**src/rtl/led_driver.sv**
```systemverilog
`default_nettype none
// ============================================================================
// Module   : led_driver
// Purpose  : Per-channel LED output stage. Each channel selects one of four
//            modes (follow, PWM dim, gated blink, pulse stretch) through a
//            small configuration write port. Pin drive is registered and
//            presented at board polarity.
// Ports    : clk        - sole clock, rising edge
//            reset      - synchronous, active-high
//            led_value  - logical lit request per channel
//            cfg_we     - configuration write strobe (one cycle per write)
//            cfg_sel    - target channel for the write
//            cfg_mode   - 00 follow, 01 PWM, 10 blink, 11 stretch
//            cfg_duty   - PWM duty for the channel
//            led_pins   - pin drive, bit i = lit_i XOR ACTIVE_LOW
// Revision : 1.0 - initial release
// ============================================================================
module led_driver #(
  parameter int N_LEDS         = 10,
  parameter bit ACTIVE_LOW     = 1'b1,
  parameter int PWM_BITS       = 4,
  parameter int BLINK_DIV      = 25_000_000,
  parameter int STRETCH_CYCLES = 2_500_000
) (
  input  logic                                              clk,
  input  logic                                              reset,
  input  logic [N_LEDS-1:0]                                 led_value,
  input  logic                                              cfg_we,
  input  logic [((N_LEDS > 1) ? $clog2(N_LEDS) : 1)-1:0]    cfg_sel,
  input  logic [1:0]                                        cfg_mode,
  input  logic [PWM_BITS-1:0]                               cfg_duty,
  output logic [N_LEDS-1:0]                                 led_pins
);

  localparam int SEL_W   = (N_LEDS > 1) ? $clog2(N_LEDS) : 1;
  localparam int PRESC_W = $clog2(BLINK_DIV);
  localparam int STR_W   = $clog2(STRETCH_CYCLES + 1);

  // One extra bit so the range check also works when N_LEDS is a power of two.
  localparam logic [SEL_W:0]     N_LEDS_EXT   = (SEL_W + 1)'(N_LEDS);
  localparam logic [PRESC_W-1:0] PRESC_LAST   = PRESC_W'(BLINK_DIV - 1);
  localparam logic [STR_W-1:0]   STRETCH_LOAD = STR_W'(STRETCH_CYCLES);

  localparam logic [1:0] MODE_FOLLOW  = 2'b00;
  localparam logic [1:0] MODE_PWM     = 2'b01;
  localparam logic [1:0] MODE_BLINK   = 2'b10;
  localparam logic [1:0] MODE_STRETCH = 2'b11;

  // Per-channel state
  logic [1:0]          mode_q    [N_LEDS];
  logic [1:0]          mode_d    [N_LEDS];
  logic [PWM_BITS-1:0] duty_q    [N_LEDS];
  logic [PWM_BITS-1:0] duty_d    [N_LEDS];
  logic [STR_W-1:0]    stretch_q [N_LEDS];
  logic [STR_W-1:0]    stretch_d [N_LEDS];
  logic [N_LEDS-1:0]   prev_q, prev_d;

  // Shared timebases
  logic [PWM_BITS-1:0] pwm_cnt_q, pwm_cnt_d;
  logic [PRESC_W-1:0]  presc_q, presc_d;
  logic                blink_phase_q, blink_phase_d;

  logic [N_LEDS-1:0]   led_pins_q, led_pins_d;
  logic [N_LEDS-1:0]   lit;
  logic [N_LEDS-1:0]   rise;
  logic                cfg_hit;

  always_comb begin
    pwm_cnt_d = pwm_cnt_q + PWM_BITS'(1);

    if (presc_q == PRESC_LAST) begin
      presc_d       = '0;
      blink_phase_d = ~blink_phase_q;
    end else begin
      presc_d       = presc_q + PRESC_W'(1);
      blink_phase_d = blink_phase_q;
    end

    // Out-of-range selects are dropped entirely, never aliased onto a channel.
    cfg_hit = cfg_we && ({1'b0, cfg_sel} < N_LEDS_EXT);
    rise    = led_value & ~prev_q;
    prev_d  = led_value;
    lit     = '0;

    for (int i = 0; i < N_LEDS; i++) begin
      mode_d[i] = mode_q[i];
      duty_d[i] = duty_q[i];

      // Output uses the mode held before this edge, so a new mode shows one
      // cycle after the write.
      case (mode_q[i])
        MODE_FOLLOW:  lit[i] = led_value[i];
        MODE_PWM:     lit[i] = led_value[i] && (pwm_cnt_q < duty_q[i]);
        MODE_BLINK:   lit[i] = led_value[i] && blink_phase_q;
        default:      lit[i] = led_value[i] || (stretch_q[i] != '0);
      endcase

      // A write to the channel always clears its stretch; outside stretch mode
      // the counter sits at zero; a rising edge reloads (no accumulation).
      if (cfg_hit && (cfg_sel == SEL_W'(i))) begin
        mode_d[i]    = cfg_mode;
        duty_d[i]    = cfg_duty;
        stretch_d[i] = '0;
      end else if (mode_q[i] != MODE_STRETCH) begin
        stretch_d[i] = '0;
      end else if (rise[i]) begin
        stretch_d[i] = STRETCH_LOAD;
      end else if (stretch_q[i] != '0) begin
        stretch_d[i] = stretch_q[i] - STR_W'(1);
      end else begin
        stretch_d[i] = stretch_q[i];
      end
    end

    led_pins_d = lit ^ {N_LEDS{ACTIVE_LOW}};
  end

  always_ff @(posedge clk) begin
    if (reset) begin
      for (int i = 0; i < N_LEDS; i++) begin
        mode_q[i]    <= MODE_FOLLOW;
        duty_q[i]    <= '0;
        stretch_q[i] <= '0;
      end
      prev_q        <= '0;
      pwm_cnt_q     <= '0;
      presc_q       <= '0;
      blink_phase_q <= 1'b0;
      led_pins_q    <= {N_LEDS{ACTIVE_LOW}};
    end else begin
      for (int i = 0; i < N_LEDS; i++) begin
        mode_q[i]    <= mode_d[i];
        duty_q[i]    <= duty_d[i];
        stretch_q[i] <= stretch_d[i];
      end
      prev_q        <= prev_d;
      pwm_cnt_q     <= pwm_cnt_d;
      presc_q       <= presc_d;
      blink_phase_q <= blink_phase_d;
      led_pins_q    <= led_pins_d;
    end
  end

  assign led_pins = led_pins_q;

endmodule
`default_nettype wire

```
**config.mk**
```make
export PLATFORM = sky130hd
export DESIGN_NAME = led_driver
export DESIGN_NICKNAME = d
export VERILOG_FILES = /design/src/rtl/led_driver.sv
export SDC_FILE = /design/constraint.sdc
export NUM_CORES = 1
export LEC_CHECK = 0
export BUFFER_PORTS_ARGS = -buffer_cell sky130_fd_sc_hd__buf_2
export CORE_MARGIN = 2
export CORE_UTILIZATION = 45
export CTS_CLUSTER_SIZE = 28
export DETAILED_ROUTE_END_ITERATION = 16
export PLACE_DENSITY = 0.67
export SLEW_MARGIN = 15
export SYNTH_ARGS = -nofsm -noshare
export SYNTH_HDL_FRONTEND = slang
export SYNTH_SLANG_ARGS = --single-unit
export TNS_END_PERCENT = 50
```
**constraint.sdc**
```tcl
create_clock -name clk -period 2.92 [get_ports clk]
set_clock_uncertainty 0.2 [all_clocks]
set_input_delay 0.876 -clock clk [delete_from_list [all_inputs] [get_ports clk]]
set_output_delay 0.876 -clock clk [all_outputs]
set_load 0.01 [all_outputs]
```
==> run_results.csv <==
group,metric,value,unit
synth,synth_seq_cells,330,
synth,seq_area_frac_synth,40.0,%
timing,clock.fmax,373,MHz
setup_path,cp_data_required_time,3180,ps
place,dp_cells,2361,
place,gp_congestion,0.824,
synth,synth_area,16500,um^2
cells_and_area,fin_cells,2427,
hold_path,min_path_type,"register to register",
drt,wl_met1,16400,um
timing,fin_crit_sh,91.7,%
clocking,clockBufferDepth,3,
synth,synth_ff_type,"dfxtp_1",
timing,worst_slew_pin_slew,733,ps
clocking,cts_root_buffer,"clkbuf_16",
global_routing,antenna_found_initial,5,
power_and_ir_drop,power.density,524,nW/um^2
timing,period_minus_slack,2680,ps
drt,wirelength,34700,um
drt,vias,13200,
clocking,cts_htree_levels,2,
synth,synth-warning-count,0,
drt,dr.pass1.iters,5,
clocking,clock_latency,530,ps
floorplanning,core,36300,um^2
power_and_ir_drop,swShare,20.9,%
clocking,ctsResizeCount,0,
power_and_ir_drop,p_int,7.76,mW
clocking,cts_setup_buffers,0,
cells_and_area,layout-drive-gt1-share,10.1,%
drt,top_layer,"met5",
cells_and_area,utilization,51.5,%
power_and_ir_drop,p_comb_share,2.8,%
synth,synth_top_cell_area_share,40.0,%
global_routing,grt-ovfl-total,0,
floorplanning,start_util,45.5,%
cells_and_area,fillerInstances,3352,
power_and_ir_drop,share_seq_of_total_power,46.5,%
global_routing,grt_max_degree,51,
place,port_buffers,32,
setup_path,crit_path_start_kind,"register",
cells_and_area,register_area,6610,um^2
clocking,clock-sinks,330,
drt,viasPerCell,5.42,
timing,rsz0062_at_grt,"false",
drt,ant_nets,0,
cells_and_area,final_cell_area,18700,um^2
synth,synth_area_leaders,"dfxtp_1 40%, ha_1 7.0%, xnor2_1 5.8%",
power_and_ir_drop,finalPower,9.81,mW
clocking,cts_hold_buf,0,
global_routing,grt_pass1_vias,12700,
synth,syn_nets,1995,
clocking,cts_tree,"done",
timing,relSlewSlack,50.7,%
drt,met3_length,1370,um
power_and_ir_drop,power_switching,2.05,mW
synth,synth_top_area_cell,"dfxtp_1",
power_and_ir_drop,ir_drop,0.369,mV
setup_path,end_kind,"register",
drt,drt_iter0_markers,618,
cells_and_area,area_delta_synth_final,13.4,%
cells_and_area,fin_nets,2048,
status,status,"finished clean",
cells_and_area,multi_input_area,9280,um^2
place,hpwl,24300,um
drt,route.detailed.drc,0,
timing,drv_slew,0,
synth,post_synth_inst_count,1880,
setup_path,crit_type,"register to register",
drt,met2WireLength,16000,um
place,placed_cell_area,17400,um^2
floorplanning,std_cell_rows,70,
synth,ys_top_cells_by_count,"330 x dfxtp_1, 241 x nor2_1, 109 x xnor2_1, 106 x a21oi_1, 92 x ha_1",
flow_run,drv_cap,0,
drt,wl_per_cell,14.3,um
setup_path,cp_data_arrival_time,2940,ps
timing,finalHoldViolations,0,
synth,ys_types,58,
global_routing,grt.total_usage,18.2,%
floorplanning,die_area,38300,um^2
power_and_ir_drop,cellLeakagePower,7.26,nW
synth,syn_area_per_cell,8.79,um^2
floorplanning,die_w,196,um
power_and_ir_drop,power_frac_clock,50.7,%
timing,setup_viol,0,
synth,synth-edff-count,0,
setup_path,worstPathMaxFanout,16,
floorplanning,io-pin-count,33,
global_routing,grt_first_pass_wirelength,59500,um
clocking,cts_made_buffers,38,
clocking,clk_pin_slew,60,ps
floorplanning,die_h,196,um
synth,yosysMostFrequentCell,"dfxtp_1",
synth,async_flop_share,0,%
-- power groups by stage --
| stage | Combinational [mW] | Clock [mW] | Sequential, mW |
|---|---|---|---|
| final | 0.272 | 4.98 | 4.57 |
| after global routing | 0.305 | 5.27 | 4.57 |
| after CTS | 0.275 | 5.08 | 4.57 |
| after detailed placement | 0.273 | 0 | 4.67 |
| after global placement | 0.266 | 0 | 4.67 |
| after floorplan | 0.179 | 0 | 4.66 |
-- layer usage --
| metal | vias to the layer above | GRT usage [%] |
|---|---|---|
| met5 | - | 0 |
| met4 | 6 | 5.85 |
| met3 | 64 | 3.40 |
| met2 | 158 | 31.0 |
| met1 | 6155 | 23.3 |
| li1 | 6781 | - |
-- sequential cells by signal (all words and copies together), names as in the netlist --
signal,flops
duty_q,40
stretch_q,220
presc_q,25
pwm_cnt_q,4
prev_q,10
blink_phase_q,1
led_pins,10
mode_q,20
-- critical path: stages (launching register included) --
cell and delay (ps):
dfxtp_1 350, or4_4 570, or3_1 570, or3_1 450
or3_1 320, a21oi_1 140
-- metrics by stage --
step	setup TNS, ps	hold slack [ps]	setup WS, ps
finish	0	258	241
global route	0	285	104
CTS	0	268	259
detailed placement	0	255	207
global placement	0	244	220
floorplan	-88.5	230	-8.21
-- logic make-up (layout without fill, tap and decap cells) --
kind of cell	count (synthesis)	in the layout	share of synthesized area, %
AND/OR/NAND/NOR	737	737	24.1
adder cells (fa/ha/maj)	92	92	6.97
other	0	2	0
buffers and inverters	168	245	3.89
multiplexers	62	62	3.78
flip-flops	330	330	40.0
XOR/XNOR	160	160	8.48
AO/OA/AOI/OAI	331	331	12.8
-- final cells by class --
type | instances | share of cell area (%)
clock buffer | 53 | 5.81
sequential | 330 | 35.3
antenna | 2 | 0.0267
multi-input combinational | 1382 | 49.6
tap | 468 | 3.13
timing repair buffer | 90 | 3.26
inverter | 91 | 1.82
clock inverter | 11 | 1.13
-- path summary, 6_finish.rpt --
kind / from / to / slack, ps / depth (start not counted)
setup / recovery: stretch_q[8][4]$_SDFFE_PP0P_ / stretch_q[8][15]$_SDFFE_PP0P_ / 240 / 5
hold / removal: presc_q[0]$_SDFF_PP0_ / presc_q[0]$_SDFF_PP0_ / 260 / 1
setup reg to reg: stretch_q[8][4]$_SDFFE_PP0P_ / stretch_q[8][15]$_SDFFE_PP0P_ / 240 / 5
hold reg to reg: presc_q[0]$_SDFF_PP0_ / presc_q[0]$_SDFF_PP0_ / 260 / 1
-- cell usage in the layout, fill, tap and decap left out, types with 58 or more instances in the layout --
cell,count
a21oi_1,106
buf_4,58
dfxtp_1,330
ha_1,92
inv_1,91
mux2i_1,59
nand2_1,61
nor2_1,240
nor3_1,62
xnor2_1,109
Power figures use the tool's default switching activity.
